<file path="src/rtl/alu.sv">
// alu: registered 32-bit ALU (AND/OR/ADD/SUB/SLT/NOR) with zero, overflow and carry flags
module alu (
  input  logic        clk,
  input  logic        rst_n,
  input  logic [31:0] A,
  input  logic [31:0] B,
  input  logic [3:0]  ALUOp,
  output logic [31:0] R,
  output logic        ALUz,
  output logic        V,
  output logic        C
);
  logic [32:0] add_s, sub_s;
  logic        add_v, sub_v, slt;
  logic [31:0] nr;
  logic        nv, nc;
  always_comb begin
    add_s = {1'b0, A} + {1'b0, B};
    sub_s = {1'b0, A} + {1'b0, ~B} + 33'd1;
    add_v = (A[31] == B[31]) && (add_s[31] != A[31]);
    sub_v = (A[31] != B[31]) && (sub_s[31] != A[31]);
    slt   = sub_s[31] ^ sub_v;
    nr = ALUOp == 4'b0000 ? A & B :
         ALUOp == 4'b0001 ? A | B :
         ALUOp == 4'b0010 ? add_s[31:0] :
         ALUOp == 4'b0110 ? sub_s[31:0] :
         ALUOp == 4'b0111 ? {31'd0, slt} :
         ALUOp == 4'b1100 ? ~(A | B) : 32'd0;
    nv = ALUOp == 4'b0010 ? add_v : ALUOp == 4'b0110 ? sub_v : 1'b0;
    nc = ALUOp == 4'b0010 ? add_s[32] : ALUOp == 4'b0110 ? sub_s[32] : 1'b0;
  end
  always_ff @(posedge clk) begin
    if (!rst_n) begin
      R    <= 32'd0;
      ALUz <= 1'b1;
      V    <= 1'b0;
      C    <= 1'b0;
    end else begin
      R    <= nr;
      ALUz <= nr == 32'd0;
      V    <= nv;
      C    <= nc;
    end
  end
endmodule

</file>
<file path="config.mk">
export PLATFORM = sky130hd
export DESIGN_NAME = alu
export DESIGN_NICKNAME = d
export VERILOG_FILES = /design/src/rtl/alu.sv
export SDC_FILE = /design/constraint.sdc
export NUM_CORES = 1
export LEC_CHECK = 0
export ABC_CLOCK_PERIOD_IN_PS = 6300
export CAP_MARGIN = 20
export CORE_MARGIN = 5
export CORE_UTILIZATION = 56
export CTS_BUF_LIST = sky130_fd_sc_hd__clkbuf_4 sky130_fd_sc_hd__clkbuf_8 sky130_fd_sc_hd__clkbuf_16
export DETAILED_ROUTE_END_ITERATION = 12
export GPL_TIMING_DRIVEN = 0
export PLACE_DENSITY_LB_ADDON = 0.15
export SYNTH_ARGS = -nofsm -noshare
export SYNTH_HDL_FRONTEND = slang
export SYNTH_SLANG_ARGS = --single-unit
</file>
<file path="constraint.sdc">
create_clock -name clk -period 6.3 [get_ports clk]
set_input_delay 0.63 -clock clk [delete_from_list [all_inputs] [get_ports clk]]
set_output_delay 0.63 -clock clk [all_outputs]
set_load 0.01 [all_outputs]
</file>
## Word-level counts from Yosys, hierarchy flattened

Cells that the tools add are included.

- Bitwise logic cells: 5
- Muxes and demuxes: 10
- Equal/unequal tests: 9
- Reductions and logical operators: 4
- Add/subtract/negate cells: 3

Operator list:

| cell | count |
|---|---|
| 32-bit two-way mux | 6 |
| 32-bit by 32-bit adder with 33-bit output | 2 |
| 32-bit inverter | 2 |
| 33-bit by 1-bit adder with 33-bit output, second input constant | 1 |
| 32-bit bitwise AND | 1 |
| 32-bit logical NOT | 1 |
| 32-bit OR | 1 |
| 4-bit by 3-bit == test with 1-bit output, second input constant | 2 |
| 4-bit by 1-bit == test with 1-bit output, second input constant | 1 |
| 4-bit by 2-bit == test with 1-bit output, second input constant | 1 |
| 4-bit == test, second input constant | 1 |
| 4-bit logical NOT | 1 |
| 1-bit two-way mux | 4 |
| 1-bit inequality test | 3 |
| 1-bit logical AND | 2 |
| 1-bit == test | 1 |
| 1-bit XOR | 1 |

- Flip-flop bits (word level): 35
- Output and inout bits: 35
- Input port bits: 70

## Longest topological paths before layout

- Depth in word-level cells: 12
- Gate-level depth with buffers: 24

## Worst setup path after synthesis

Ideal clock, no wire load.

- Kind: in2reg
- Start point: in A[14]
- End point: reg ALUz
- Cell stages on the path: 22
- Buffers on the path: 0
- Setup time: 0.084 ns
- Setup slack: 1.558 ns
- Arrival: 4.658 ns
- Cells stage by stage: inv_1 -> ha_1 -> nor4_2 -> a21boi_1 -> a211oi_4 -> a311o_1 -> a32o_1 -> o21ai_0 -> a21oi_1 -> o21bai_1 -> a21oi_1 -> fa_1 -> nand2_1 -> o21ai_0 -> a21oi_1 -> nor2_1 -> or3_1 -> nor3b_1 -> nand4_1 -> nor4_1 -> nand4_1 -> o31ai_2

- Word-level cells in the longest chain between the ends: 11
- Elaborated cells between the ends (all ways): 16

Ends and longest elaborated chain:

| element | RTL line | source |
|---|---|---|
| start, declared | 5 | `input logic [31:0] A,` |
| 32-bit by 32-bit adder with 33-bit output | 19 | `sub_s = {1'b0, A} + {1'b0, ~B} + 33'd1;` |
| 33-bit by 1-bit adder with 33-bit output | 19 |  |
| 1-bit inequality test | 21 | `sub_v = (A[31] != B[31]) && (sub_s[31] != A[31]);` |
| 1-bit logical AND | 21 |  |
| 1-bit XOR | 22 | `slt = sub_s[31] ^ sub_v;` |
| 32-bit two-way mux | 27 | `ALUOp == 4'b0111 ? {31'd0, slt} :` |
| 32-bit two-way mux | 26 | `ALUOp == 4'b0110 ? sub_s[31:0] :` |
| 32-bit two-way mux | 25 | `ALUOp == 4'b0010 ? add_s[31:0] :` |
| 32-bit two-way mux | 24 | `ALUOp == 4'b0001 ? A \| B :` |
| 32-bit two-way mux (*) | 23 | `nr = ALUOp == 4'b0000 ? A & B :` |
| 32-bit logical NOT (*) | 40 | `ALUz <= nr == 32'd0;` |
| end signal, assigned | 35 | `ALUz <= 1'b1;` |
| end signal, assigned | 40 |  |
| end, declared | 9 | `output logic ALUz,` |

Mark *: on every way between the ends. The rest lies on a longest branch, timed or not.
A chain may end at the register's enable or synchronous reset.

## Worst setup path in the final report

- Start point: in A[3]
- End point: reg ALUz

The elaborated chain is that of the path after synthesis.

==> flow_summary.toml <==
[pwr]
p_comb_share_pct = 54.5
total_power_mw = 1.17
ir_worst_vdd_uv = 190
pwr-share-clk_pct = 25.0
swShare_pct = 42.1
power_density_nw_per_um2 = 146
p_int_uw = 679
p_seq_share_pct = 20.5
p_switching_uw = 493
p_leak_nw = 3.47

[synthesis]
synth_nets = 1119
synthDominantCellAreaShare_pct = 18.3
synth.avg_cell_area_um2 = 6.92
async_reset_ff_share_pct = 0
synth_top_cell_by_area = "ha_1"
synth.ff_latch_count = 35
syn_area_um2 = 6580
yosysUniqueCellTypes = 88
synth-edff-count = 0
synth.most_common_cell = "inv_1"
synth_top_cells_by_count = "inv_1 (105), nor2_1 (99), ha_1 (96), a21oi_1 (88), nand2_1 (69)"
synth_area_leaders = "ha_1 (18%), dfxtp_1 (11%), a21oi_1 (6.7%)"
ys_warn_count = 0
ys_seq_area_share_pct = 10.7
syn_inst = 950
synth_ff_type = "dfxtp_1"

[routing]
dr_total_vias = 8096
drt-initial-drc-count = 1255
post_drt_via_cell_ratio = 6.71
firstDrtPassIters = 6
wl_per_cell_um = 21.1
drcViolationCount = 0
routed_wl_um = 25400
drtAntennaViolNets = 0

[global_routing]
grt_max_degree = 14
grt_use_total_pct = 34.3
grt_pass1_vias = 7366
grt_overflow = 0
antenna_found_initial = 0
grt_pass1_wl_um = 39500

[cts]
cts_buffers = 5
h-tree-depth = 2
cts_resized = 0
cts_setup_buffers = 0
cts_hold_buf = 0
cts_root_buf = "clkbuf_16"
numClockSinks = 35
clockBufferDepth = 2
tritoncts = "built"
path_clk_slew_ns = 0.06

[setup_path]
cp-end-kind = "register"
required_ns = 6.50
crit_arrival_ns = 6.20
criticalPathCategory = "input port to register"
cp-start-kind = "input port"
crit_fanout = 9

[timing]
fin_crit_sh_pct = 95.2
fin_crit_ns = 6.00
finalSetupViolations = 0
rsz0062_at_grt = "false"
relSlewSlack_pct = 26.1
layout_setup_ws_ns = 0.302
drv_slew = 0
tightest_slew_ns = 1.10
finalHoldViolCount = 0
tns_ns = 0
max_freq_mhz = 167

[cells_and_area]
drive_gt1_share_pct = 6.30
utilization_pct = 69.9
syn_to_final_growth_pct = 21.9
multiInputGateArea_um2 = 5270
seq_area_um2 = 701
num-nets-final = 1231
instances_no_fill = 1207
nFillCells = 1000

[die]
rows = 39
dieHeight_um = 118
fp.coreArea_um2 = 11500
die_x_um = 118
dieArea_um2 = 14000
pin_count = 105
start_util_pct = 57.4

[placement]
place_ws_ns = -0.111
portBuffers = 104
place.gp.congestion = 1.02
dp.cells = 1198
dpl.hpwl_um = 19900

[flow_run]
max-cap-violations = 0

[hold_path]
min_to = "V"
hp-class = "input port to register"
holdCritStartpoint = "A[31]"
hold_depth = 2

[status]
status = "finished, final reports clean"
## critical path, cell delays in order
cell	delay (ns)
clkdlybuf4s50_1	0.50
inv_1	0.05
ha_1	0.28
clkbuf_1	0.19
inv_1	0.14
o311ai_2	0.17
a211oi_4	0.40
a211oi_4	0.18
a311o_1	0.47
a32o_1	0.29
o21ai_0	0.17
a21oi_1	0.09
o21bai_1	0.20
a21oi_1	0.14
fa_1	0.37
nand2_1	0.06
o21ai_0	0.12
a21oi_2	0.18
nor2_1	0.06
or3_1	0.34
nor3b_2	0.27
nand4_1	0.15
nor4_2	0.37
nand4_1	0.16
o31ai_2	0.20
## flip-flops by register name, summed over array words and instances (netlist names)
| register | count |
|---|---|
| R | 32 |
| C | 1 |
| V | 1 |
| ALUz | 1 |
## worst max path at each step
| stage | startpoint | endpoint | slack, ns |
|---|---|---|---|
| 2_1_floorplan | A[14] | ALUz | 1.56 |
| 3_3_place_gp | A[9] | ALUz | -0.08 |
| 3_5_place_dp | A[9] | ALUz | -0.11 |
| 4_1_cts | A[9] | ALUz | 0.17 |
| 5_1_grt | A[3] | ALUz | 0.03 |
| 6_report | A[3] | ALUz | 0.30 |
## cell families (layout without fill, tap and decap cells)
logic type / count (synthesis) / in the layout / synth area share [%]
DFF: 35 / 35 / 10.7
AOI/OAI and AO/OA: 321 / 321 / 34.4
and+or+nand+nor: 310 / 310 / 23.0
other: 0 / 1 / 0
muxes: 2 / 2 / 0.304
adders and majority gates: 99 / 99 / 19.2
xor gates and xnor gates: 20 / 20 / 2.66
buffers and inverters: 163 / 276 / 9.76
## per-layer routing
metal  global-route usage, %  share of wire [%]
met1                    46.6                 40
met2                    51.2                 41
met5                       0                  0
met3                    9.03                 14
met4                    14.5                4.7
## final cells by class
cell class | instances | share of cell area [%]
Buffer | 56 | 3.00
Inverter | 107 | 5.01
Antenna cell | 1 | 0.0312
Clock inverter | 3 | 0.577
Tap cell | 143 | 2.23
Timing Repair Buffer | 105 | 13.1
Sequential cell | 35 | 8.74
Multi-Input combinational cell | 752 | 65.7
Clock buffer | 5 | 1.56
## placed cells by master (no fill, tap or decap), types with 5 or more instances in the layout
master           count
a211o_1              6
a211oi_1            18
a21o_1               9
a21oi_1             87
a221o_1              5
a221oi_1            16
a22oi_1              8
a2bb2oi_1            5
a31oi_1             13
and2_1              22
and3_1               8
buf_2               18
clkbuf_1            33
clkbuf_16            5
clkdlybuf4s50_1    104
dfxtp_1             35
ha_1                96
inv_1              105
nand2_1             69
nand2b_1            11
nand3_1             17
nand4_1             12
nor2_1              97
nor2b_1             11
nor3_1              20
nor4_1              12
o211ai_1            12
o21a_1               5
o21ai_0             42
o21ai_1              6
o21bai_1             7
o22ai_1              8
o31ai_1              8
or2_2                5
xnor2_1             16
## metrics by stage
step,cell area (um^2),hold slack (ns)
5_1_grt,8020,1.19
3_3_place_gp,7800,1.37
4_1_cts,7980,1.14
2_1_floorplan,6580,0.730
6_report,8020,1.16
3_5_place_dp,7810,1.37
## power by group through the flow
| stage | Sequential [mW] | Combinational [mW] | Clock, mW |
|---|---|---|---|
| floorplan | 0.254 | 0.386 | 0 |
| global placement | 0.245 | 0.601 | 0 |
| detailed placement | 0.246 | 0.605 | 0 |
| CTS | 0.241 | 0.610 | 0.291 |
| global route | 0.242 | 0.683 | 0.300 |
| finish | 0.240 | 0.639 | 0.293 |
Note: power is estimated with default switching activity, not from simulation.
